==> src/rtl/mem_access_unit_if.sv <==
// -----------------------------------------------------------------------------
// mem_access_unit_if
//   Request/response handshake between the execute stage and mem_access_unit.
//   master : the requester (execute stage or testbench)
//   slave  : mem_access_unit
//   Signals:
//     req_valid / req_ready         request handshake
//     req_op[2:0]                   LB, LBU, LH, LHU, LW, SB, SH, SW
//     req_addr[31:0]                byte address
//     req_wdata[31:0]               store data; sub-word stores use the low bits
//     resp_valid / resp_ready       response handshake
//     resp_rdata[31:0]              extended load data; 0 for stores and errors
//     resp_addr_err                 request was misaligned and had no effect
// -----------------------------------------------------------------------------
interface mem_access_unit_if;
  logic        req_valid;
  logic        req_ready;
  logic [2:0]  req_op;
  logic [31:0] req_addr;
  logic [31:0] req_wdata;
  logic        resp_valid;
  logic        resp_ready;
  logic [31:0] resp_rdata;
  logic        resp_addr_err;

  modport master (
    output req_valid, req_op, req_addr, req_wdata, resp_ready,
    input  req_ready, resp_valid, resp_rdata, resp_addr_err
  );

  modport slave (
    input  req_valid, req_op, req_addr, req_wdata, resp_ready,
    output req_ready, resp_valid, resp_rdata, resp_addr_err
  );
endinterface

==> src/rtl/mem_access_unit.sv <==
// -----------------------------------------------------------------------------
// mem_access_unit
//   Load/store sequencer in front of a distributed data memory with an
//   asynchronous read port (mem_spo) and a synchronous whole-word write port.
//   Byte and halfword stores are read-modify-write: the current word is read,
//   the addressed lane replaced, then the whole word written back.
//   Ports:
//     clk, resetn      clock, asynchronous active-low reset
//     bus (slave)      request/response handshake, see mem_access_unit_if
//     mem_a            word address (byte address bits [ADDR_W+1:2])
//     mem_d, mem_we    write data / write enable (high in WRITE only)
//     mem_spo          asynchronous read data for mem_a
// -----------------------------------------------------------------------------
module mem_access_unit #(
  parameter int ADDR_W = 10
) (
  input  logic              clk,
  input  logic              resetn,
  mem_access_unit_if.slave  bus,
  output logic [ADDR_W-1:0] mem_a,
  output logic [31:0]       mem_d,
  output logic              mem_we,
  input  logic [31:0]       mem_spo
);

  localparam logic [2:0] S_IDLE  = 3'd0;
  localparam logic [2:0] S_LOAD  = 3'd1;
  localparam logic [2:0] S_MERGE = 3'd2;
  localparam logic [2:0] S_WRITE = 3'd3;
  localparam logic [2:0] S_RESP  = 3'd4;

  localparam logic [2:0] OP_LB  = 3'b000;
  localparam logic [2:0] OP_LBU = 3'b001;
  localparam logic [2:0] OP_LH  = 3'b010;
  localparam logic [2:0] OP_LHU = 3'b011;
  localparam logic [2:0] OP_LW  = 3'b100;
  localparam logic [2:0] OP_SB  = 3'b101;
  localparam logic [2:0] OP_SH  = 3'b110;
  localparam logic [2:0] OP_SW  = 3'b111;

  logic [2:0]        r_state;
  logic [2:0]        r_op;
  logic [ADDR_W+1:0] r_addr;      // only the bits that reach the memory, so addresses wrap
  logic [15:0]       r_wdata;     // sub-word store data; SW data goes straight to r_merge
  logic [31:0]       r_merge;
  logic [31:0]       r_rdata;
  logic              r_addr_err;

  logic        w_misaligned;
  logic [7:0]  w_byte;
  logic [15:0] w_half;
  logic [31:0] w_load;
  logic [31:0] w_merged;
  logic        w_unused_addr;

  // Upper address bits are deliberately dropped (memory aliasing).
  assign w_unused_addr = &{1'b0, bus.req_addr[31:ADDR_W+2]};

  // NOTE: every combinational output gets a default before the case, so no
  // path leaves it unassigned and no latch is inferred.
  always_comb begin
    w_misaligned = 1'b0;
    case (bus.req_op)
      OP_LH, OP_LHU, OP_SH: w_misaligned = bus.req_addr[0];
      OP_LW, OP_SW:         w_misaligned = |bus.req_addr[1:0];
      default:              w_misaligned = 1'b0;
    endcase
  end

  // Little-endian lane extraction and extension for loads.
  always_comb begin
    w_byte = mem_spo[7:0];
    case (r_addr[1:0])
      2'b00:   w_byte = mem_spo[7:0];
      2'b01:   w_byte = mem_spo[15:8];
      2'b10:   w_byte = mem_spo[23:16];
      default: w_byte = mem_spo[31:24];
    endcase
    w_half = r_addr[1] ? mem_spo[31:16] : mem_spo[15:0];
    case (r_op)
      OP_LB:   w_load = {{24{w_byte[7]}}, w_byte};
      OP_LBU:  w_load = {24'd0, w_byte};
      OP_LH:   w_load = {{16{w_half[15]}}, w_half};
      OP_LHU:  w_load = {16'd0, w_half};
      default: w_load = mem_spo;
    endcase
  end

  // Read-modify-write: replace only the addressed lane of the current word.
  always_comb begin
    w_merged = mem_spo;
    if (r_op == OP_SB) begin
      w_merged[{r_addr[1:0], 3'b000} +: 8] = r_wdata[7:0];
    end else begin
      w_merged[{r_addr[1], 4'b0000} +: 16] = r_wdata;
    end
  end

  // NOTE: sequential state uses non-blocking assignments so every register
  // samples the pre-edge values regardless of statement order.
  always_ff @(posedge clk or negedge resetn) begin
    if (!resetn) begin
      r_state    <= S_IDLE;
      r_op       <= 3'd0;
      r_addr     <= '0;
      r_wdata    <= 16'd0;
      r_merge    <= 32'd0;
      r_rdata    <= 32'd0;
      r_addr_err <= 1'b0;
    end else begin
      case (r_state)
        S_IDLE: begin
          if (bus.req_valid) begin
            r_op       <= bus.req_op;
            r_addr     <= bus.req_addr[ADDR_W+1:0];
            r_wdata    <= bus.req_wdata[15:0];
            r_rdata    <= 32'd0;
            r_addr_err <= w_misaligned;
            if (w_misaligned) begin
              r_state <= S_RESP;
            end else begin
              case (bus.req_op)
                OP_SW: begin
                  r_merge <= bus.req_wdata;
                  r_state <= S_WRITE;
                end
                OP_SB, OP_SH: r_state <= S_MERGE;
                default:      r_state <= S_LOAD;
              endcase
            end
          end
        end
        S_LOAD: begin
          r_rdata <= w_load;
          r_state <= S_RESP;
        end
        S_MERGE: begin
          r_merge <= w_merged;
          r_state <= S_WRITE;
        end
        S_WRITE: r_state <= S_RESP;
        S_RESP: begin
          if (bus.resp_ready) r_state <= S_IDLE;
        end
        default: r_state <= S_IDLE;
      endcase
    end
  end

  // Handshake and write enable are decoded from state so that an async reset
  // removes them immediately.
  assign bus.req_ready     = (r_state == S_IDLE);
  assign bus.resp_valid    = (r_state == S_RESP);
  assign bus.resp_rdata    = r_rdata;
  assign bus.resp_addr_err = r_addr_err;
  assign mem_we            = (r_state == S_WRITE);
  assign mem_a             = r_addr[ADDR_W+1:2];
  assign mem_d             = r_merge;

endmodule
==> src/flat_wrapper.sv <==
// flat-port wrapper written by rule: the top's interface ports become plain ports
module mem_access_unit_flat 
#(
  parameter int ADDR_W = 10
)
  (clk, resetn, mem_a, mem_d, mem_we, mem_spo, bus_req_valid, bus_req_op, bus_req_addr, bus_req_wdata, bus_resp_ready, bus_req_ready, bus_resp_valid, bus_resp_rdata, bus_resp_addr_err);
  mem_access_unit_if bus_i ();
  input  logic clk;
  input  logic resetn;
  output logic [ADDR_W-1:0] mem_a;
  output logic [31:0] mem_d;
  output logic mem_we;
  input  logic [31:0] mem_spo;
  input wire logic [$bits(bus_i.req_valid)-1:0] bus_req_valid;
  input wire logic [$bits(bus_i.req_op)-1:0] bus_req_op;
  input wire logic [$bits(bus_i.req_addr)-1:0] bus_req_addr;
  input wire logic [$bits(bus_i.req_wdata)-1:0] bus_req_wdata;
  input wire logic [$bits(bus_i.resp_ready)-1:0] bus_resp_ready;
  output wire logic [$bits(bus_i.req_ready)-1:0] bus_req_ready;
  output wire logic [$bits(bus_i.resp_valid)-1:0] bus_resp_valid;
  output wire logic [$bits(bus_i.resp_rdata)-1:0] bus_resp_rdata;
  output wire logic [$bits(bus_i.resp_addr_err)-1:0] bus_resp_addr_err;
  assign bus_i.req_valid = bus_req_valid;
  assign bus_i.req_op = bus_req_op;
  assign bus_i.req_addr = bus_req_addr;
  assign bus_i.req_wdata = bus_req_wdata;
  assign bus_i.resp_ready = bus_resp_ready;
  assign bus_req_ready = bus_i.req_ready;
  assign bus_resp_valid = bus_i.resp_valid;
  assign bus_resp_rdata = bus_i.resp_rdata;
  assign bus_resp_addr_err = bus_i.resp_addr_err;
  mem_access_unit #(.ADDR_W(ADDR_W)) u_core (.clk(clk), .resetn(resetn), .bus(bus_i), .mem_a(mem_a), .mem_d(mem_d), .mem_we(mem_we), .mem_spo(mem_spo));
endmodule
==> config.mk <==
export PLATFORM = sky130hd
export DESIGN_NAME = mem_access_unit_flat
export DESIGN_NICKNAME = d
export VERILOG_FILES = /design/src/rtl/mem_access_unit_if.sv /design/src/rtl/mem_access_unit.sv /design/src/flat_wrapper.sv
export SDC_FILE = /design/constraint.sdc
export NUM_CORES = 1
export LEC_CHECK = 0
export CAP_MARGIN = 20
export CELL_PAD_IN_SITES_DETAIL_PLACEMENT = 2
export CELL_PAD_IN_SITES_GLOBAL_PLACEMENT = 2
export CORE_UTILIZATION = 28
export CTS_CLUSTER_DIAMETER = 150
export CTS_CLUSTER_SIZE = 28
export DETAILED_ROUTE_END_ITERATION = 8
export HOLD_SLACK_MARGIN = 0.06
export PLACE_DENSITY_LB_ADDON = 0.1
export SYNTH_ARGS = -nofsm -noshare
export SYNTH_HDL_FRONTEND = slang
export SYNTH_SLANG_ARGS = --single-unit
export TNS_END_PERCENT = 30
==> constraint.sdc <==
create_clock -name clk -period 2.52 [get_ports clk]
set_input_delay 0.756 -clock clk [delete_from_list [all_inputs] [get_ports clk]]
set_output_delay 0.756 -clock clk [all_outputs]
set_load 0.02 [all_outputs]
==> impl_metrics.yaml <==
floorplan:
  die_area_um2: 20950
  rows: 51
  core_um2: 19720
  start_util: 0.2893
  ios: 181
  die-height_um: 144.7
  die_x_um: 144.7
clock_network:
  cts_tree: "done"
  htreeDepth: 3
  cts_root_buffer: "clkbuf_16"
  clock-sinks: 99
  numCtsBuffers: 9
  holdBufCountCts: 0
  insertion_delay_ns: 0.36
  clk_pin_slew_ns: 0.07
  clock_tree.buffer_depth: 2
sta:
  whs_ns: 0.3818
  fin_crit_sh: 0.9619
  relSlewSlack: 0.6157
  fmaxAchievable_ghz: 0.4125
  worstMarginPinSlew_ns: 0.5765
  fin_crit_ns: 2.424
  rsz0062_at_grt: "false"
  setup_ws_ns: 0.09595
  setup_violations: 0
  report.final.slew_viol_count: 0
  finalClockSkew_ns: 0.01190
  finalHoldViolCount: 0
worst_setup_path:
  crit_fanout: 10
  reg2reg_slack_ns: 0.25
  endpoint: "mem_we"
  required_ns: 1.76
  crit_slowest_cell: "clkdlybuf4s50_1"
  cpPeakStageDelay_ns: 0.60
  r2r-start: "u_core.r_addr[0]"
  critPathCaptureType: "output pin"
  critical_path_class: "reg -> out"
  worstRegToRegCells: 7
  r2r_end: "u_core.mem_d[31]"
  path_cells: "buf_4, and3_1, clkdlybuf4s50_1"
  startpoint_type: "register"
  arrival_ns: 1.67
  startpoint: "u_core.r_state[0]"
detailed_routing:
  antenna_left: 0
  drc_errors: 0
  dr.pass1.iters: 4
  drt-vias-per-instance: 5.342
  post_drt_wl_per_cell_um: 21.98
  first_iter_violations: 279
  vias: 5577
  wl_um: 22950
logic_synthesis:
  ys_ff_latch: 99
  syn_nets: 730
  synth.distinct_cells: 51
  postSynthCellCount: 621
  netlist_area_um2: 5704
  syn_area_per_cell_um2: 9.186
  synth_edf_count: 0
  synth_async_sr_flop_share: 1.000
  ys_warn_count: 0
  synth_top_flop_cell: "dfrtp_1"
  ys_seq_area_frac: 0.4343
finish:
  n_antenna_cell: 0
  final_cell_mix: "clkdlybuf4s50_1, dfrtp_1, nand2_1"
  nets: 883
  final_common_cell: "clkdlybuf4s50_1"
  syn_to_final_growth_pct: 39.92
  drive_gt1_frac: 0.1117
worst_hold_path:
  min_path_type: "in -> async"
global_routing:
  antenna_found_initial: 0
  grt_pass1_wl_um: 35110
  grtUsageTotal: 0.2257
  grt_max_degree: 39
  overflow: 0
  grt_pass1_vias: 6082
power_and_ir_drop:
  power_density_nw_per_um2: 1183
  leakage_nw: 3.466
  ir_worst_vdd_mv: 0.4005
outcome:
  outcome: "completed"
placement:
  gp_congestion: 0.8337
  dp_slack_ns: -0.06708
  dp_hpwl_um: 17110
  port_buffers: 160
run:
  drv_cap: 0
-- state kept, by name, indices dropped and copies added (netlist names) --
signal / cells
u_core.mem_d: 32
u_core.bus.resp_rdata: 32
u_core.r_wdata: 16
u_core.r_addr: 12
u_core.r_op: 3
u_core.bus.resp_addr_err: 1
u_core.r_state: 3
-- synth_stat cells, drive strengths merged (10+ instances only) --
cell / count / area share
a211oi: 26 / 0.037
a21oi: 34 / 0.030
a221oi: 23 / 0.035
a32oi: 16 / 0.025
buf: 27 / 0.032
clkbuf: 33 / 0.022
dfrtp: 99 / 0.43
inv: 31 / 0.020
mux2i: 34 / 0.060
nand2: 91 / 0.060
nand2b: 10 / 0.011
nor2: 26 / 0.017
nor3: 21 / 0.027
o21ai: 75 / 0.066
o22a: 23 / 0.035
-- logic make-up (layout without fill, tap and decap cells) --
group	Yosys count	after routing	share of synthesized area
AOI/OAI and AO/OA	215	215	0.2558
and+or+nand+nor	167	167	0.1461
DFF	99	99	0.4343
buffers and inverters	91	249	0.07370
muxes	42	42	0.07546
adders and majority gates	6	6	0.01316
xor gates and xnor gates	1	1	0.001536
-- report_power, final --
part,internal (mW),leakage (nW),switching [mW]
sequential,2.27,1.24,0.560
clock,0.703,0.132,0.673
combinational,2.26,2.10,2.97
total,5.24,3.47,4.20
-- critical path, delay by kind of cell (launching register included) --
kind | cells | cell delay (ns)
DFF | 1 | 0.37
and+or+nand+nor | 1 | 0.16
buffers and inverters | 2 | 0.78
-- through the flow --
stage / TNS [ns] / std cells / total power, mW / util / cell area, µm²
2_1_floorplan: 0 / 621 / 5.844 / - / 5704
3_3_place_gp: 0 / 1028 / 7.852 / 0.3901 / 7691
3_5_place_dp: -0.07456 / 1028 / 8.102 / 0.3901 / 7691
4_1_cts: 0 / 1044 / 9.527 / 0.4045 / 7976
5_1_grt: 0 / 1044 / 10.06 / 0.4048 / 7981
6_report: 0 / 1044 / 9.439 / 0.4048 / 7981
-- metal layers --
metal	routed length (µm)	GRT usage
met5	0	0
met4	378	0.07535
met1	10400	0.2985
met2	11120	0.3710
met3	1055	0.03949
-- layout make-up --
type | instances | area, µm²
clock inverter | 5 | 37.54
fill | 2132 | 11740
multi-input combinational | 431 | 2819
sequential | 99 | 2477
inverter | 31 | 116.4
clock buffer | 11 | 242.7
timing repair buffer | 202 | 1957
tap | 265 | 331.6
-- how the worst min path moves through the flow --
stage,startpoint,endpoint,slack [ns]
2_1_floorplan,u_core.r_addr[10],u_core.r_addr[10],0.45
6_report,resetn,u_core.mem_d[22],0.38
5_1_grt,resetn,u_core.mem_d[22],0.40
4_1_cts,resetn,u_core.mem_d[22],0.40
3_5_place_dp,u_core.r_addr[5],u_core.r_addr[5],0.47
3_3_place_gp,u_core.r_addr[2],u_core.r_addr[2],0.46
-- what timing repair did --
action | in CTS | in global routing
gates cloned | 0 | 0
gates resized for setup | 1 | 2
setup endpoints to repair | 1 | 2
setup buffers | 0 | 0
No activity file was read; power rests on OpenSTA's default activity.
